--- src/rtl/ifetch_unit.sv ---
// Instruction fetch: samples curPC, fetches over a req/ack memory port and hands the word
// to decode over valid/ready, advancing the PC register only once decode has taken it.
module ifetch_unit #(
  parameter int DATA_W  = 32,
  parameter int TIMEOUT = 255
) (
  input  logic              CLK,
  input  logic              RST,
  input  logic [DATA_W-1:0] curPC,
  output logic              PCWre,
  input  logic              flush,
  output logic              imem_req,
  output logic [DATA_W-1:0] imem_addr,
  input  logic              imem_ack,
  input  logic [DATA_W-1:0] imem_rdata,
  output logic              inst_valid,
  input  logic              inst_ready,
  output logic [DATA_W-1:0] inst_out,
  output logic [DATA_W-1:0] inst_pc,
  output logic              fetch_fault
);

  typedef enum logic [2:0] {
    S_IDLE,
    S_WAIT,
    S_DRAIN,
    S_HOLD,
    S_FAULT
  } state_t;

  // Fault fires on the edge where the wait counter would reach TIMEOUT.
  localparam logic [7:0] TMO_LAST = 8'(TIMEOUT - 1);

  state_t              state_q, state_d;
  logic                req_q, req_d;
  logic [DATA_W-1:0]   addr_q, addr_d;
  logic                valid_q, valid_d;
  logic [DATA_W-1:0]   out_q, out_d;
  logic [DATA_W-1:0]   pc_q, pc_d;
  logic                fault_q, fault_d;
  logic [7:0]          cnt_q, cnt_d;

  always_ff @(posedge CLK or negedge RST) begin
    if (!RST) begin
      state_q <= S_IDLE;
      req_q   <= 1'b0;
      addr_q  <= '0;
      valid_q <= 1'b0;
      out_q   <= '0;
      pc_q    <= '0;
      fault_q <= 1'b0;
      cnt_q   <= '0;
    end else begin
      state_q <= state_d;
      req_q   <= req_d;
      addr_q  <= addr_d;
      valid_q <= valid_d;
      out_q   <= out_d;
      pc_q    <= pc_d;
      fault_q <= fault_d;
      cnt_q   <= cnt_d;
    end
  end

  always_comb begin
    state_d = state_q;
    req_d   = req_q;
    addr_d  = addr_q;
    valid_d = valid_q;
    out_d   = out_q;
    pc_d    = pc_q;
    fault_d = fault_q;
    cnt_d   = cnt_q;
    PCWre   = 1'b0;

    case (state_q)
      S_IDLE: begin
        if (flush) begin
          state_d = S_IDLE;
        end else if (curPC[1:0] != 2'b00) begin
          fault_d = 1'b1;
          state_d = S_FAULT;
        end else begin
          addr_d  = curPC;
          req_d   = 1'b1;
          cnt_d   = '0;
          state_d = S_WAIT;
        end
      end

      S_WAIT: begin
        if (imem_ack) begin
          req_d = 1'b0;
          if (!flush) begin
            out_d   = imem_rdata;
            pc_d    = addr_q;
            valid_d = 1'b1;
            state_d = S_HOLD;
          end else begin
            state_d = S_IDLE;
          end
        end else if (cnt_q == TMO_LAST) begin
          req_d   = 1'b0;
          fault_d = 1'b1;
          state_d = S_FAULT;
        end else begin
          cnt_d = cnt_q + 8'd1;
          if (flush) state_d = S_DRAIN;
        end
      end

      // A flushed request must still be retired by its ack before a new one goes out.
      S_DRAIN: begin
        if (imem_ack) begin
          req_d   = 1'b0;
          state_d = S_IDLE;
        end else if (cnt_q == TMO_LAST) begin
          req_d   = 1'b0;
          fault_d = 1'b1;
          state_d = S_FAULT;
        end else begin
          cnt_d = cnt_q + 8'd1;
        end
      end

      S_HOLD: begin
        PCWre = valid_q & inst_ready & ~flush;
        if (flush || inst_ready) begin
          valid_d = 1'b0;
          state_d = S_IDLE;
        end
      end

      S_FAULT: begin
        req_d   = 1'b0;
        valid_d = 1'b0;
        fault_d = 1'b1;
      end

      default: begin
        state_d = S_IDLE;
      end
    endcase
  end

  assign imem_req    = req_q;
  assign imem_addr   = addr_q;
  assign inst_valid  = valid_q;
  assign inst_out    = out_q;
  assign inst_pc     = pc_q;
  assign fetch_fault = fault_q;

endmodule
--- config.mk ---
export PLATFORM = sky130hd
export DESIGN_NAME = ifetch_unit
export DESIGN_NICKNAME = d
export VERILOG_FILES = /design/src/rtl/ifetch_unit.sv
export SDC_FILE = /design/constraint.sdc
export NUM_CORES = 1
export LEC_CHECK = 0
export ABC_CLOCK_PERIOD_IN_PS = 2000
export CORE_UTILIZATION = 42
export CTS_CLUSTER_DIAMETER = 30
export DETAILED_ROUTE_END_ITERATION = 10
export PLACE_DENSITY = 0.81
export SKIP_LAST_GASP = 1
export SLEW_MARGIN = 10
export SYNTH_ARGS = -nofsm -noshare
export SYNTH_HDL_FRONTEND = slang
export SYNTH_SLANG_ARGS = --single-unit
--- constraint.sdc ---
create_clock -name CLK -period 2 [get_ports CLK]
set_input_delay 0.6 -clock CLK [delete_from_list [all_inputs] [get_ports CLK]]
set_output_delay 0.6 -clock CLK [all_outputs]
set_load 0.005 [all_outputs]
==> reports/qor.csv <==
stage;metric;value;unit
place;dpl_worst_slack;-0.439;ns
worst_setup_path;r2r_slack;0.35;ns
timing;worstMarginPinSlew;0.437;ns
routing;antenna_left;0;
timing;skew;0.00794;ns
routing;routed_wl;9.70;mm
floorplan;pin_count;169;
logic_synthesis;ys_seq_elements;110;
logic_synthesis;ys.flop_type;dfrtp_1;
worst_setup_path;path_cells;dlygate4sd2_1 > nor2_4 > nand3_1 > nor2_1 > clkdlybuf4s15_2;
timing;rsz0062_at_grt;no;
min_path;hold_path_class;input port to async pin;
timing;slew-limit-headroom;0.709;
worst_setup_path;cp_max_fo;2;
routing;route.detailed.drc;0;
routing;dr.pass1.iters;4;
worst_setup_path;worstSetupPathDepth;5;
power_and_ir_drop;power-per-cell-area;638;nW/um^2
logic_synthesis;syn_inst;288;
logic_synthesis;yosys-top-cells-count;110 x dfrtp_1, 54 x mux2_2, 38 x mux2_1, 11 x nand3_1;
timing;setup_viol;0;
worst_setup_path;critPathBufInv;2;
logic_synthesis;synth_top_cell_by_area;dfrtp_1;
layout;design_area;6540;sq um
clock_tree;cts_sinks;110;
grt;antenna_found_initial;0;
clock_tree;cts_resized;5;
worst_setup_path;ff2ff_path_depth;6;
floorplan;initial_core_util;0.440;
worst_setup_path;end_kind;output pin;
logic_synthesis;synthesis.area;4380;sq um
logic_synthesis;synthArstFlopShare;1.00;
grt;grt.overflow.total;0;
worst_setup_path;timing.critical_path.from;flush;
job;cap_violations;0;
logic_synthesis;syn_nets;359;
timing;slew_viol_final;0;
layout;multiInputGateArea;1520;sq um
clock_tree;cts_tree;yes;
grt;grt_pass1_vias;3293;
timing;period_share;0.960;
logic_synthesis;synth.most_common_cell;dfrtp_1;
timing;finalWorstSetupSlack;0.0795;ns
layout;nets;542;
clock_tree;clk_pin_slew;0.10;ns
logic_synthesis;synth_cell_type_count;44;
worst_setup_path;start_kind;input port;
place;gp_congestion;0.906;
clock_tree;root_buffer;clkbuf_8;
worst_setup_path;crit_end;PCWre;
layout;drive_above_1_share;0.204;
logic_synthesis;synth_area_leaders;dfrtp_1 63%, mux2_2 14%, mux2_1 9.8%, buf_6 1.5%, nand3_1 1.3%;
clock_tree;postCtsHoldBufs;0;
logic_synthesis;synth.avg_cell_area;15.2;sq um
worst_setup_path;worstPathRequired;1.40;ns
routing;num_vias;3051;
clock_tree;post-cts-setup-buffer-count;0;
logic_synthesis;yosys_warnings;0;
logic_synthesis;synth_top_area_share;0.628;
power_and_ir_drop;irDropWorstVdd;0.000450;V
timing;hold_viol;0;
logic_synthesis;synth_edf_count;0;
clock_tree;clockBufferDepth;2;
floorplan;core_area;9950;sq um
clock_tree;clock_latency;0.36;ns
worst_setup_path;r2r-end;cnt_q[5];
worst_setup_path;critPathKind;input port to output pin;
floorplan;die_x;104;microns
grt;grt.total_usage;0.193;
grt;grt_first_pass_wirelength;16.5;mm
power_and_ir_drop;p_leak;3.08;nW
worst_setup_path;critical_path.top_delay_family;buffers and inverters;
clock_tree;numCtsBuffers;9;
timing;max_freq;0.521;GHz
worst_setup_path;max_stage_delay;0.27;ns
timing;timing.final.crit_period;1.92;ns
routing;drt-initial-drc-count;86;
worst_setup_path;cp.arrival;1.32;ns
place;placed_area;6340;sq um
layout;diodes;0;
worst_setup_path;cp_slowest_cell;dlygate4sd2_1;
layout;fillCellCount;736;
routing;wl_per_cell;16.0;microns
clock_tree;htreeDepth;3;
place;portBuffers;168;
floorplan;die_area;10800;sq um
layout;seq_area;2750;sq um
floorplan;std_cell_rows;36;
floorplan;die_y;104;microns
place;dp_hpwl;7.31;mm
layout;area_growth;49.4;%
worst_setup_path;reg2reg_from;cnt_q[0];
routing;vias_per_cell;5.02;
logic_synthesis;ys_seq_area_frac;0.628;
grt;grt_max_degree;44;
run_status;status;finished clean;
kinds of logic after synthesis:
kind of cell             count (synthesis)  synth area share
buffers and inverters                   18            0.0280
multiplexers                            96             0.248
XOR/XNOR                                 1           0.00200
flip-flops                             110             0.628
AO/OA/AOI/OAI                           25            0.0434
adder cells (fa/ha/maj)                  2           0.00571
AND/OR/NAND/NOR                         36            0.0446
final cells by class:
cell class                      count  share of cell area
Inverter                            5             0.00287
Multi-Input combinational cell    160               0.232
Tap cell                          133              0.0254
Sequential cell                   110               0.421
Clock inverter                      4             0.00841
Timing Repair Buffer              185               0.287
Clock buffer                       11              0.0231
worst reg2reg max path, cell delays in order (launching register included):
cell      delay, ns
dfrtp_1        0.38
inv_1          0.08
ha_1           0.20
nand3_1        0.15
o21bai_1       0.15
nor4_1         0.40
mux2i_1        0.22
layout by cell type, fill, tap and decap left out, drive strengths merged, types with 2 or more instances in the layout:
| cell | n |
|---|---|
| clkbuf | 11 |
| and2 | 2 |
| nand3 | 12 |
| nor2 | 6 |
| a211oi | 2 |
| nand2b | 2 |
| mux2 | 94 |
| mux2i | 2 |
| a21boi | 3 |
| ha | 2 |
| inv | 6 |
| a221oi | 2 |
| a31oi | 2 |
| dfrtp | 110 |
| o21ba | 2 |
| dlygate4sd2 | 2 |
| clkdlybuf4s50 | 164 |
| nand2 | 6 |
| buf | 18 |
| o21ai | 5 |
| a21o | 2 |
power breakdown:
part / total (mW) / switching, mW / leakage (nW) / internal [mW]
sequential: 2.36 / 0.0569 / 1.50 / 2.30
clock: 1.37 / 0.721 / 0.102 / 0.648
combinational: 0.445 / 0.139 / 1.48 / 0.307
through the flow:
step	std cells	power (mW)	util	hold WS, ns	TNS (ns)
2_1_floorplan	288	2.49	-	0.304	0
3_3_place_gp	593	2.84	0.637	0.457	-10.17
3_5_place_dp	593	2.86	0.637	0.458	-12.19
4_1_cts	608	4.23	0.657	0.0987	0
5_1_grt	608	4.35	0.657	0.112	0
6_report	608	4.17	0.657	0.110	0
sequential cells by signal, indices dropped and copies added (netlist names):
signal / cells
inst_valid: 1
inst_pc: 32
fetch_fault: 1
imem_req: 1
state_q: 3
cnt_q: 8
imem_addr: 32
inst_out: 32
metal layers:
| layer | wire length (microns) | global-route usage | up-vias | share of wire |
|---|---|---|---|---|
| met5 | 0 | 0 | - | 0 |
| met4 | 155 | 0.0786 | 0 | 0.016 |
| met3 | 556 | 0.0357 | 13 | 0.057 |
| met2 | 4840 | 0.335 | 142 | 0.50 |
| met1 | 4140 | 0.237 | 1508 | 0.43 |
| li1 | - | - | 1388 | - |
worst min-delay path by stage:
stage / endpoint / slack [ns]
final: inst_pc[5] / 0.11
after global routing: inst_pc[5] / 0.11
after CTS: inst_pc[5] / 0.1
after detailed placement: fetch_fault / 0.46
after global placement: fetch_fault / 0.46
after floorplan: cnt_q[0] / 0.30
(Power assumes the default switching activity.)
